--- src/rtl/cdma_rd_sched.sv ---
`default_nettype none
// ============================================================================
// Module   : cdma_rd_sched
// Purpose  : Round-robin command scheduler that shares one CDMA read engine
//            among N_REQ requesters. It stages one command toward the
//            engine, records the grant order in an ID FIFO, routes engine
//            completions back to their owners and exports the owner of the
//            oldest in-flight transfer for downstream stream steering.
// Ports    : aclk/aresetn            - clock, async active-low reset
//            req_valid/ready/paddr/len - per-requester command interface
//            req_done / req_err       - completion pulse / sticky illegal-len
//            rd_valid/ready/paddr/len - staged command toward the engine
//            rd_done                  - engine completion (in command order)
//            head_id / head_valid     - owner of oldest outstanding command
//            outst_cnt                - ID FIFO occupancy
//            spur_done                - sticky: rd_done with nothing pending
// Revision : 1.0 - initial release
// ============================================================================
module cdma_rd_sched #(
    parameter int N_REQ     = 4,
    parameter int ADDR_BITS = 64,
    parameter int LEN_BITS  = 32,
    parameter int MAX_OUTST = 8
) (
    input  logic                           aclk,
    input  logic                           aresetn,
    input  logic [N_REQ-1:0]               req_valid,
    output logic [N_REQ-1:0]               req_ready,
    input  logic [N_REQ*ADDR_BITS-1:0]     req_paddr,
    input  logic [N_REQ*LEN_BITS-1:0]      req_len,
    output logic [N_REQ-1:0]               req_done,
    output logic [N_REQ-1:0]               req_err,
    output logic                           rd_valid,
    input  logic                           rd_ready,
    output logic [ADDR_BITS-1:0]           rd_paddr,
    output logic [LEN_BITS-1:0]            rd_len,
    input  logic                           rd_done,
    output logic [$clog2(N_REQ)-1:0]       head_id,
    output logic                           head_valid,
    output logic [$clog2(MAX_OUTST+1)-1:0] outst_cnt,
    output logic                           spur_done
);

    localparam int ID_W  = $clog2(N_REQ);
    localparam int PTR_W = $clog2(MAX_OUTST);
    localparam int CNT_W = $clog2(MAX_OUTST+1);
    // The engine only honours length bits [22:0]
    localparam int LEN_LEGAL_BITS = 23;

    // ------------------------------------------------------------------
    // State
    // ------------------------------------------------------------------
    logic [ID_W-1:0]      ptr_q,      ptr_d;
    logic                 rd_valid_q, rd_valid_d;
    logic [ADDR_BITS-1:0] rd_paddr_q, rd_paddr_d;
    logic [LEN_BITS-1:0]  rd_len_q,   rd_len_d;
    logic [PTR_W-1:0]     wr_ptr_q,   wr_ptr_d;
    logic [PTR_W-1:0]     rd_ptr_q,   rd_ptr_d;
    logic [CNT_W-1:0]     cnt_q,      cnt_d;
    logic [ID_W-1:0]      head_id_q,  head_id_d;
    logic                 head_vld_q, head_vld_d;
    logic [N_REQ-1:0]     done_q,     done_d;
    logic [N_REQ-1:0]     err_q,      err_d;
    logic                 spur_q,     spur_d;
    logic [ID_W-1:0]      fifo_q [MAX_OUTST];

    // ------------------------------------------------------------------
    // Round-robin arbitration starting at ptr_q
    // ------------------------------------------------------------------
    logic                 w_win_vld;
    logic [ID_W-1:0]      w_win_id;
    logic [ADDR_BITS-1:0] w_win_addr;
    logic [LEN_BITS-1:0]  w_win_len;
    logic                 w_win_legal;
    logic                 w_slot_free;
    logic                 w_fifo_full;
    logic                 w_accept;
    logic                 w_push;
    logic                 w_pop;
    logic [N_REQ-1:0]     w_ready;

    always_comb begin
        w_win_vld = 1'b0;
        w_win_id  = '0;
        for (int k = 0; k < N_REQ; k++) begin
            int idx;
            idx = int'(ptr_q) + k;
            if (idx >= N_REQ) begin
                idx = idx - N_REQ;
            end
            if (!w_win_vld && req_valid[idx]) begin
                w_win_vld = 1'b1;
                w_win_id  = ID_W'(idx);
            end
        end
    end

    assign w_win_addr  = req_paddr[int'(w_win_id)*ADDR_BITS +: ADDR_BITS];
    assign w_win_len   = req_len[int'(w_win_id)*LEN_BITS +: LEN_BITS];
    assign w_win_legal = (w_win_len != '0) &&
                         (w_win_len[LEN_BITS-1:LEN_LEGAL_BITS] == '0);

    assign w_slot_free = !rd_valid_q || rd_ready;
    assign w_fifo_full = (cnt_q == CNT_W'(MAX_OUTST));

    // Illegal commands are swallowed without touching the stage or FIFO,
    // so they never wait on backpressure.
    assign w_accept = w_win_vld &&
                      (!w_win_legal || (w_slot_free && !w_fifo_full));
    assign w_push   = w_accept && w_win_legal;
    assign w_pop    = rd_done && (cnt_q != '0);

    always_comb begin
        w_ready = '0;
        if (w_accept) begin
            w_ready[w_win_id] = 1'b1;
        end
    end

    // Combinational ready is forced low while reset is asserted
    assign req_ready = w_ready & {N_REQ{aresetn}};

    // ------------------------------------------------------------------
    // Next-state logic
    // ------------------------------------------------------------------
    always_comb begin
        ptr_d      = ptr_q;
        rd_valid_d = rd_valid_q;
        rd_paddr_d = rd_paddr_q;
        rd_len_d   = rd_len_q;
        wr_ptr_d   = wr_ptr_q;
        rd_ptr_d   = rd_ptr_q;
        cnt_d      = cnt_q;
        err_d      = err_q;
        spur_d     = spur_q;
        done_d     = '0;

        if (w_accept) begin
            ptr_d = (int'(w_win_id) == N_REQ-1) ? '0 : w_win_id + ID_W'(1);
            if (!w_win_legal) begin
                err_d[w_win_id] = 1'b1;
            end
        end

        // Stage: load on push, otherwise drain on handshake
        if (w_push) begin
            rd_valid_d = 1'b1;
            rd_paddr_d = w_win_addr;
            rd_len_d   = w_win_len;
        end else if (rd_ready) begin
            rd_valid_d = 1'b0;
        end

        if (w_push) begin
            wr_ptr_d = wr_ptr_q + PTR_W'(1);
        end
        if (w_pop) begin
            rd_ptr_d         = rd_ptr_q + PTR_W'(1);
            done_d[head_id_q] = 1'b1;
        end
        if (rd_done && (cnt_q == '0)) begin
            spur_d = 1'b1;
        end

        case ({w_push, w_pop})
            2'b10:   cnt_d = cnt_q + CNT_W'(1);
            2'b01:   cnt_d = cnt_q - CNT_W'(1);
            default: cnt_d = cnt_q;
        endcase

        // Next head: if the entry being pushed lands exactly at the new
        // read pointer, it is not in fifo_q yet, so forward it directly.
        head_vld_d = (cnt_d != '0);
        if (cnt_d == '0) begin
            head_id_d = '0;
        end else if (w_push && (wr_ptr_q == rd_ptr_d)) begin
            head_id_d = w_win_id;
        end else begin
            head_id_d = fifo_q[rd_ptr_d];
        end
    end

    // ------------------------------------------------------------------
    // Registers
    // ------------------------------------------------------------------
    always_ff @(posedge aclk or negedge aresetn) begin
        if (!aresetn) begin
            ptr_q      <= '0;
            rd_valid_q <= 1'b0;
            rd_paddr_q <= '0;
            rd_len_q   <= '0;
            wr_ptr_q   <= '0;
            rd_ptr_q   <= '0;
            cnt_q      <= '0;
            head_id_q  <= '0;
            head_vld_q <= 1'b0;
            done_q     <= '0;
            err_q      <= '0;
            spur_q     <= 1'b0;
        end else begin
            ptr_q      <= ptr_d;
            rd_valid_q <= rd_valid_d;
            rd_paddr_q <= rd_paddr_d;
            rd_len_q   <= rd_len_d;
            wr_ptr_q   <= wr_ptr_d;
            rd_ptr_q   <= rd_ptr_d;
            cnt_q      <= cnt_d;
            head_id_q  <= head_id_d;
            head_vld_q <= head_vld_d;
            done_q     <= done_d;
            err_q      <= err_d;
            spur_q     <= spur_d;
        end
    end

    // ID storage needs no reset: entries are only read when counted valid
    always_ff @(posedge aclk) begin
        if (w_push) begin
            fifo_q[wr_ptr_q] <= w_win_id;
        end
    end

    assign rd_valid   = rd_valid_q;
    assign rd_paddr   = rd_paddr_q;
    assign rd_len     = rd_len_q;
    assign head_id    = head_id_q;
    assign head_valid = head_vld_q;
    assign outst_cnt  = cnt_q;
    assign req_done   = done_q;
    assign req_err    = err_q;
    assign spur_done  = spur_q;

endmodule
`default_nettype wire

--- config.mk ---
export PLATFORM = sky130hd
export DESIGN_NAME = cdma_rd_sched
export DESIGN_NICKNAME = d
export VERILOG_FILES = /design/src/rtl/cdma_rd_sched.sv
export SDC_FILE = /design/constraint.sdc
export NUM_CORES = 1
export LEC_CHECK = 0
export BUFFER_PORTS_ARGS = -buffer_cell sky130_fd_sc_hd__buf_2
export CAP_MARGIN = 30
export CORE_AREA = 2 2 199 201
export DETAILED_ROUTE_END_ITERATION = 10
export DIE_AREA = 0 0 201 203
export GPL_TIMING_DRIVEN = 0
export HOLD_SLACK_MARGIN = 0.05
export PLACE_DENSITY = 0.45
export REMOVE_ABC_BUFFERS = 1
export SLEW_MARGIN = 20
export SYNTH_ARGS = -nofsm -noshare
export SYNTH_HDL_FRONTEND = slang
export SYNTH_SLANG_ARGS = --single-unit
--- constraint.sdc ---
create_clock -name aclk -period 7.15 [get_ports aclk]
set_input_delay 0.3575 -clock aclk [delete_from_list [all_inputs] [get_ports aclk]]
set_output_delay 0.3575 -clock aclk [all_outputs]
set_load 0.03 [all_outputs]
==> results_dict.tcl, run 1 <==
set metrics [dict create \
    tightest_slew_ps 731 \
    place_inst 1959 \
    final_cell_mix "buf_2 (507), nand2_1 (279), dfrtp_1 (121)" \
    hold_slack_ps 135 \
    die_h_um 203 \
    crit_start "ptr_q[1]$_DFFE_PN0N_" \
    globalplace.congestion 0.870 \
    grtUsageTotal 0.157 \
    place_area_um2 11800 \
    grt_max_degree 102 \
    numCtsBuffers 17 \
    final.setup_skew_ps 11.0 \
    clock.fmax_mhz 161 \
    synth_top_area_frac 0.358 \
    synth.area.top_cells "dfrtp_1 (36%), nand2_1 (12%), mux2_1 (10%), and3_1 (6.5%), edfxtp_1 (5.7%)" \
    synthCells 989 \
    async_flop_share 0.883 \
    cp.required_ps 7470 \
    ys_warn_count 0 \
    drive_gt1_frac 0.389 \
    fill_cells 4168 \
    worstSetupStartpointType "flop" \
    drc 0 \
    cts_root_buf "clkbuf_16" \
    area_growth_pct 46.9 \
    boundaryPins 509 \
    clock_path_buffers 2 \
    cts_tree "done" \
    r2r-start "ptr_q[1]$_DFFE_PN0N_" \
    min_to "spur_done$_DFFE_PN0P_" \
    wl_per_cell_um 16.4 \
    hold_class "in -> reg" \
    power.total_mw 5.34 \
    status "complete, no violations" \
    clk_latency_ps 440 \
    first_iter_violations 450 \
    grt_remaining_overflow 0 \
    initial_core_util 0.220 \
    via_per_inst 4.54 \
    grt_pass1_wl_um 50000 \
    coreArea_um2 38500 \
    yosysTopAreaCell "dfrtp_1" \
    r2r_slack_ps 950 \
    crit_path_end_kind "flop" \
    dieArea_um2 40800 \
    io_buffers 508 \
    final_antenna_net_count 0 \
    routed_wl_um 32800 \
    nets 1863 \
    worstSetupPathType "reg -> reg" \
    cts_resized 0 \
    r2r-end "head_id[1]$_DFF_PN0_" \
    hpwl_um 25800 \
    cp.arrival_ps 6520 \
    die_w_um 201 \
    syn_area_per_cell_um2 8.56 \
    max_slew_margin 0.510 \
    min_from "rd_done" \
    p_leak_nw 6.23 \
    ys_seq_area_frac 0.415 \
    slew_viol_final 0 \
    final_common_cell "buf_2" \
    synth_seq_cells 137 \
    crit_path_max_fanout 101 \
    hold_violations 0 \
    utilization 0.323 \
    min_period_ps 6200 \
    drt_pre_antenna_iters 5 \
    antenna_found_initial 2 \
    synth_edf_count 16 \
    fin_cells 1994 \
    cts.sinks 137 \
    worstHoldPathCells 2 \
    pre_cts_ws_ps 605 \
    post_cts_buffers 0 \
    power_density_nw_per_um2 430 \
    synth_flop_cell "dfrtp_1" \
    rr_worst_depth 21 \
    rows 72 \
    clkTransAtPathRegs_ps 60 \
    stdcell_area_um2 12400 \
    setup_viol_count_final 0 \
    tns_ps 0 \
    synth.distinct_cells 47 \
    rsz0062_at_grt "no" \
    finalCritPeriodShare 0.868 \
    grt_pass1_vias 8876 \
    max-vdd-ir-drop_mv 0.194 \
    cap_viol_max_count 0 \
    synth_area_um2 8460 \
    num_vias 9049 \
    setup_ws_ps 947 \
    htreeDepth 4 \
]
state kept, by name (all words and copies together) (netlist names):
| register | flops |
|---|---|
| ptr_q | 2 |
| fifo_q | 16 |
| head_valid | 1 |
| head_id | 2 |
| rd_paddr | 64 |
| rd_valid | 1 |
| wr_ptr_q | 3 |
| outst_cnt | 4 |
| req_err | 4 |
| req_done | 4 |
| spur_done | 1 |
| rd_len | 32 |
| rd_ptr_q | 3 |
metal layers:
metal,part of all wire,track usage,routed length [µm]
met1,0.41,0.184,13400
met2,0.51,0.285,16800
met3,0.065,0.0413,2140
met4,0.014,0.0418,455
met5,0,0,0
worst max path at each step:
| stage | to | slack [ps] | cells past startpoint |
|---|---|---|---|
| finish | head_id[1]$_DFF_PN0_ | 950 | 21 |
| global route | head_id[0]$_DFF_PN0_ | 490 | 21 |
| CTS | head_id[1]$_DFF_PN0_ | 770 | 21 |
| detailed placement | head_id[0]$_DFF_PN0_ | 600 | 22 |
| global placement | head_id[1]$_DFF_PN0_ | -13180 | 20 |
| floorplan | head_id[0]$_DFF_PN0_ | -4080 | 18 |
power breakdown:
part           leakage, nW  switching (mW)  internal (mW)
registers             1.57           0.184           1.13
clock network        0.286           0.376          0.522
logic                 4.37            1.97           1.16
kinds of logic (layout without fill, tap and decap cells):
kind of cell    count (synthesis)  after routing  synth area share
buf+inv                       105            590            0.0491
xor+xnor                       11             11            0.0114
other cells                     0              2                 0
compound gates                142            142             0.110
mux                           102            102             0.135
simple gates                  482            482             0.264
fa+ha+maj                      10             10            0.0157
flops                         137            137             0.415
Yosys cell counts, types with 4 or more instances:
| cell type | number |
|---|---|
| and3_1 | 88 |
| nor4b_1 | 4 |
| o22ai_1 | 5 |
| ha_1 | 9 |
| dfrtp_1 | 121 |
| and2_1 | 10 |
| inv_1 | 26 |
| o21ai_0 | 25 |
| nand4_1 | 5 |
| nand2_1 | 279 |
| xor2_1 | 5 |
| a22oi_1 | 4 |
| nor4_1 | 7 |
| nor3_1 | 12 |
| nand3_1 | 45 |
| buf_1 | 12 |
| a21oi_1 | 4 |
| a21o_1 | 7 |
| nor2_1 | 17 |
| xnor2_1 | 6 |
| buf_2 | 11 |
| a31oi_1 | 67 |
| clkbuf_1 | 52 |
| edfxtp_1 | 16 |
| a211oi_1 | 22 |
| mux2_1 | 78 |
| mux2i_1 | 22 |
what timing repair did:
| action | 4_1_cts | 5_1_grt |
|---|---|---|
| hold endpoints to repair | 47 | 0 |
| hold buffers | 1 | 0 |
| endpoints found under the setup margin | 0 | 0 |
worst max-delay path: stages, from the launching register on:
cell and delay (ps):
dfrtp_1 450, nand2_1 190, a221oi_4 130, nor2_4 420, buf_16 210, inv_8 110, buf_16 230, a211oi_1 510
o22ai_1 160, or4_1 630, o31ai_4 500, nor2_4 240, inv_2 350, ha_1 310, ha_1 260, a21o_1 170
a21oi_1 180, xnor2_1 140, nand2b_1 80, xnor2_1 130, or4_1 490, o311a_1 150
area by class of cell:
class	count	area, µm²	share of cell area
Multi-Input combinational cell	747	4570	0.368
Sequential cell	137	3510	0.282
Timing Repair Buffer	529	2980	0.240
Tap cell	518	648	0.0521
Clock buffer	18	429	0.0345
Clock inverter	14	161	0.0130
Inverter	29	119	0.00956
Antenna cell	2	5.00	0.000403
Note: power is estimated with default switching activity, not from simulation.
==> run 2, diff against run 1 <==
--- a/config.mk
+++ b/config.mk
@@ -5,6 +5,7 @@
 export SDC_FILE = /design/constraint.sdc
 export NUM_CORES = 1
 export LEC_CHECK = 0
+export ABC_AREA = 1
 export BUFFER_PORTS_ARGS = -buffer_cell sky130_fd_sc_hd__buf_2
 export CAP_MARGIN = 30
 export CORE_AREA = 2 2 199 201
@@ -12,7 +13,7 @@
 export DIE_AREA = 0 0 201 203
 export GPL_TIMING_DRIVEN = 0
 export HOLD_SLACK_MARGIN = 0.05
-export PLACE_DENSITY = 0.45
+export PLACE_DENSITY = 0.48
 export REMOVE_ABC_BUFFERS = 1
 export SLEW_MARGIN = 20
 export SYNTH_ARGS = -nofsm -noshare
==> results_dict.tcl, run 2 <==
set metrics [dict create \
    max_slew_margin 0.477 \
    num_vias 10600 \
    cts_tree "done" \
    initial_core_util 0.249 \
    synthCells 1372 \
    r2r_slack_ps 720 \
    min_period_ps 6430 \
    fin_cells 2366 \
    die_h_um 203 \
    area_growth_pct 38.7 \
    synth_area_um2 9560 \
    min_from "rd_ready" \
    first_iter_violations 494 \
    setup_ws_ps 721 \
    synth_edf_count 16 \
    max_stage_delay_ps 520 \
    place_area_um2 12600 \
    via_per_inst 4.46 \
    drive_gt1_frac 0.315 \
    clkTransAtPathRegs_ps 70 \
    crit_start "ptr_q[0]$_DFFE_PN0N_" \
    finalCritPeriodShare 0.899 \
    coreArea_um2 38500 \
    ys_seq_area_frac 0.367 \
    io_buffers 508 \
    final.setup_skew_ps 12.1 \
    crit_path_frequent_cell "nand2_1" \
    die_w_um 201 \
    synth_top_area_frac 0.317 \
    r2r-start "ptr_q[0]$_DFFE_PN0N_" \
    crit_path_max_fanout 77 \
    hold_violations 0 \
    setup_viol_count_final 0 \
    grt_pass1_wl_um 57800 \
    place_inst 2323 \
    synth.distinct_cells 35 \
    htreeDepth 4 \
    synth.most_common_cell "nand2_1" \
    tns_ps 0 \
    rsz0062_at_grt "no" \
    slew_viol_final 0 \
    pre_cts_ws_ps -134 \
    synth_common_cells "nand2_1 (278), inv_1 (187), nor2_1 (176)" \
    worstSetupPathType "reg -> reg" \
    post_cts_buffers 0 \
    cap_viol_max_count 0 \
    slowest_stage "dfrtp_1" \
    rows 72 \
    grtUsageTotal 0.180 \
    synth_flop_cell "dfrtp_1" \
    globalplace.congestion 0.853 \
    cts.sinks 137 \
    fill_cells 4275 \
    cp.required_ps 7480 \
    final_cell_mix "buf_2 (507), nand2_1 (278), inv_1 (187)" \
    nets 2232 \
    tightest_slew_ps 785 \
    syn_area_per_cell_um2 6.97 \
    final_antenna_net_count 0 \
    drt_pre_antenna_iters 7 \
    clock_path_buffers 2 \
    ys_warn_count 0 \
    stdcell_area_um2 13300 \
    numCtsBuffers 17 \
    grt_max_degree 101 \
    dieArea_um2 40800 \
    grt_pass1_vias 10300 \
    cts_root_buf "clkbuf_16" \
    hold_class "in -> reg" \
    hold_slack_ps 115 \
    final_common_cell "buf_2" \
    synth_seq_cells 137 \
    async_flop_share 0.883 \
    drc 0 \
    p_leak_nw 7.69 \
    cp.arrival_ps 6760 \
    power.total_mw 7.35 \
    boundaryPins 509 \
    antenna_found_initial 7 \
    worstSetupStartpointType "flop" \
    max-vdd-ir-drop_mv 0.439 \
    grt_remaining_overflow 0 \
    power_density_nw_per_um2 554 \
    largest_reg_flops 64 \
    hpwl_um 28100 \
    synth.area.top_cells "dfrtp_1 (32%), nand2_1 (11%), o21ai_0 (8.3%), inv_1 (7.3%), mux2i_1 (6.9%)" \
    crit_path_end_kind "flop" \
    yosysTopAreaCell "dfrtp_1" \
    routed_wl_um 38500 \
    clock.fmax_mhz 156 \
    clk_latency_ps 430 \
    status "complete, no violations" \
    wl_per_cell_um 16.3 \
    utilization 0.345 \
]
-- run 2: cell count changes in the layout (fill, tap and decap cells not counted), sizes merged, moves of 21 or more --
cell,before,now
nor2,19,178
nand3,45,66
nand4,5,42
a31oi,67,0
and3,88,0
mux2i,22,66
a211oi,22,1
o21ai,26,207
or2,1,65
mux2,78,0
inv,36,204
-- run 2: repair_timing --
action                                  4_1_cts  5_1_grt
gates resized for setup                       1        1
pin swaps                                     1        2
endpoints found under the setup margin        3        3
hold buffers                                  1        0
cloned                                        1        3
hold endpoints to repair                     57        0
-- run 2: area by class of cell --
type	instances	area (µm²)	area share
diodes	5	12.5	0.000944
clock buffers	21	460	0.0347
clock inverters	11	110	0.00830
inverters	200	763	0.0576
multi-input cells	955	4930	0.372
flip-flops and latches	137	3510	0.265
well taps	518	648	0.0489
repair buffers	519	2820	0.213
-- run 2: power by group --
group	switching, mW	total, mW	leakage, nW	internal (mW)
Clock	0.374	0.876	0.271	0.502
Combinational	3.57	5.28	5.68	1.71
Sequential	0.143	1.19	1.73	1.05
-- run 2: cell families after synthesis --
logic type               share of synthesized area
AO/OA/AOI/OAI                                0.122
XOR/XNOR                                   0.00641
adder cells (fa/ha/maj)                     0.0139
buffers and inverters                        0.124
flip-flops                                   0.367
multiplexers                                0.0691
AND/OR/NAND/NOR                              0.298
-- run 2: final timing paths --
kind,end,depth (start not counted)
worst min register to register,rd_len[28]$_DFFE_PN0P_,2
max in group asynchronous,rd_len[12]$_DFFE_PN0P_,3
min in group asynchronous,rd_len[24]$_DFFE_PN0P_,2
worst max-delay path,head_id[1]$_DFF_PN0_,35
worst min-delay path,rd_valid$_DFFE_PN0P_,2
worst max register to register,head_id[1]$_DFF_PN0_,35
-- run 2: worst max-delay path, delay by kind of cell, from the launching register on --
kind	cells	cell delay [ps]
fa+ha+maj	2	520
buf+inv	9	1930
simple gates	22	2820
compound gates	1	240
xor+xnor	1	150
flops	1	520
-- run 2: layer usage --
layer	vias to the layer above	part of all wire	GRT usage
met5	-	0	0
li1	5302	-	-
met4	0	0.019	0.0677
met1	4832	0.43	0.228
met3	42	0.069	0.0465
met2	374	0.48	0.296
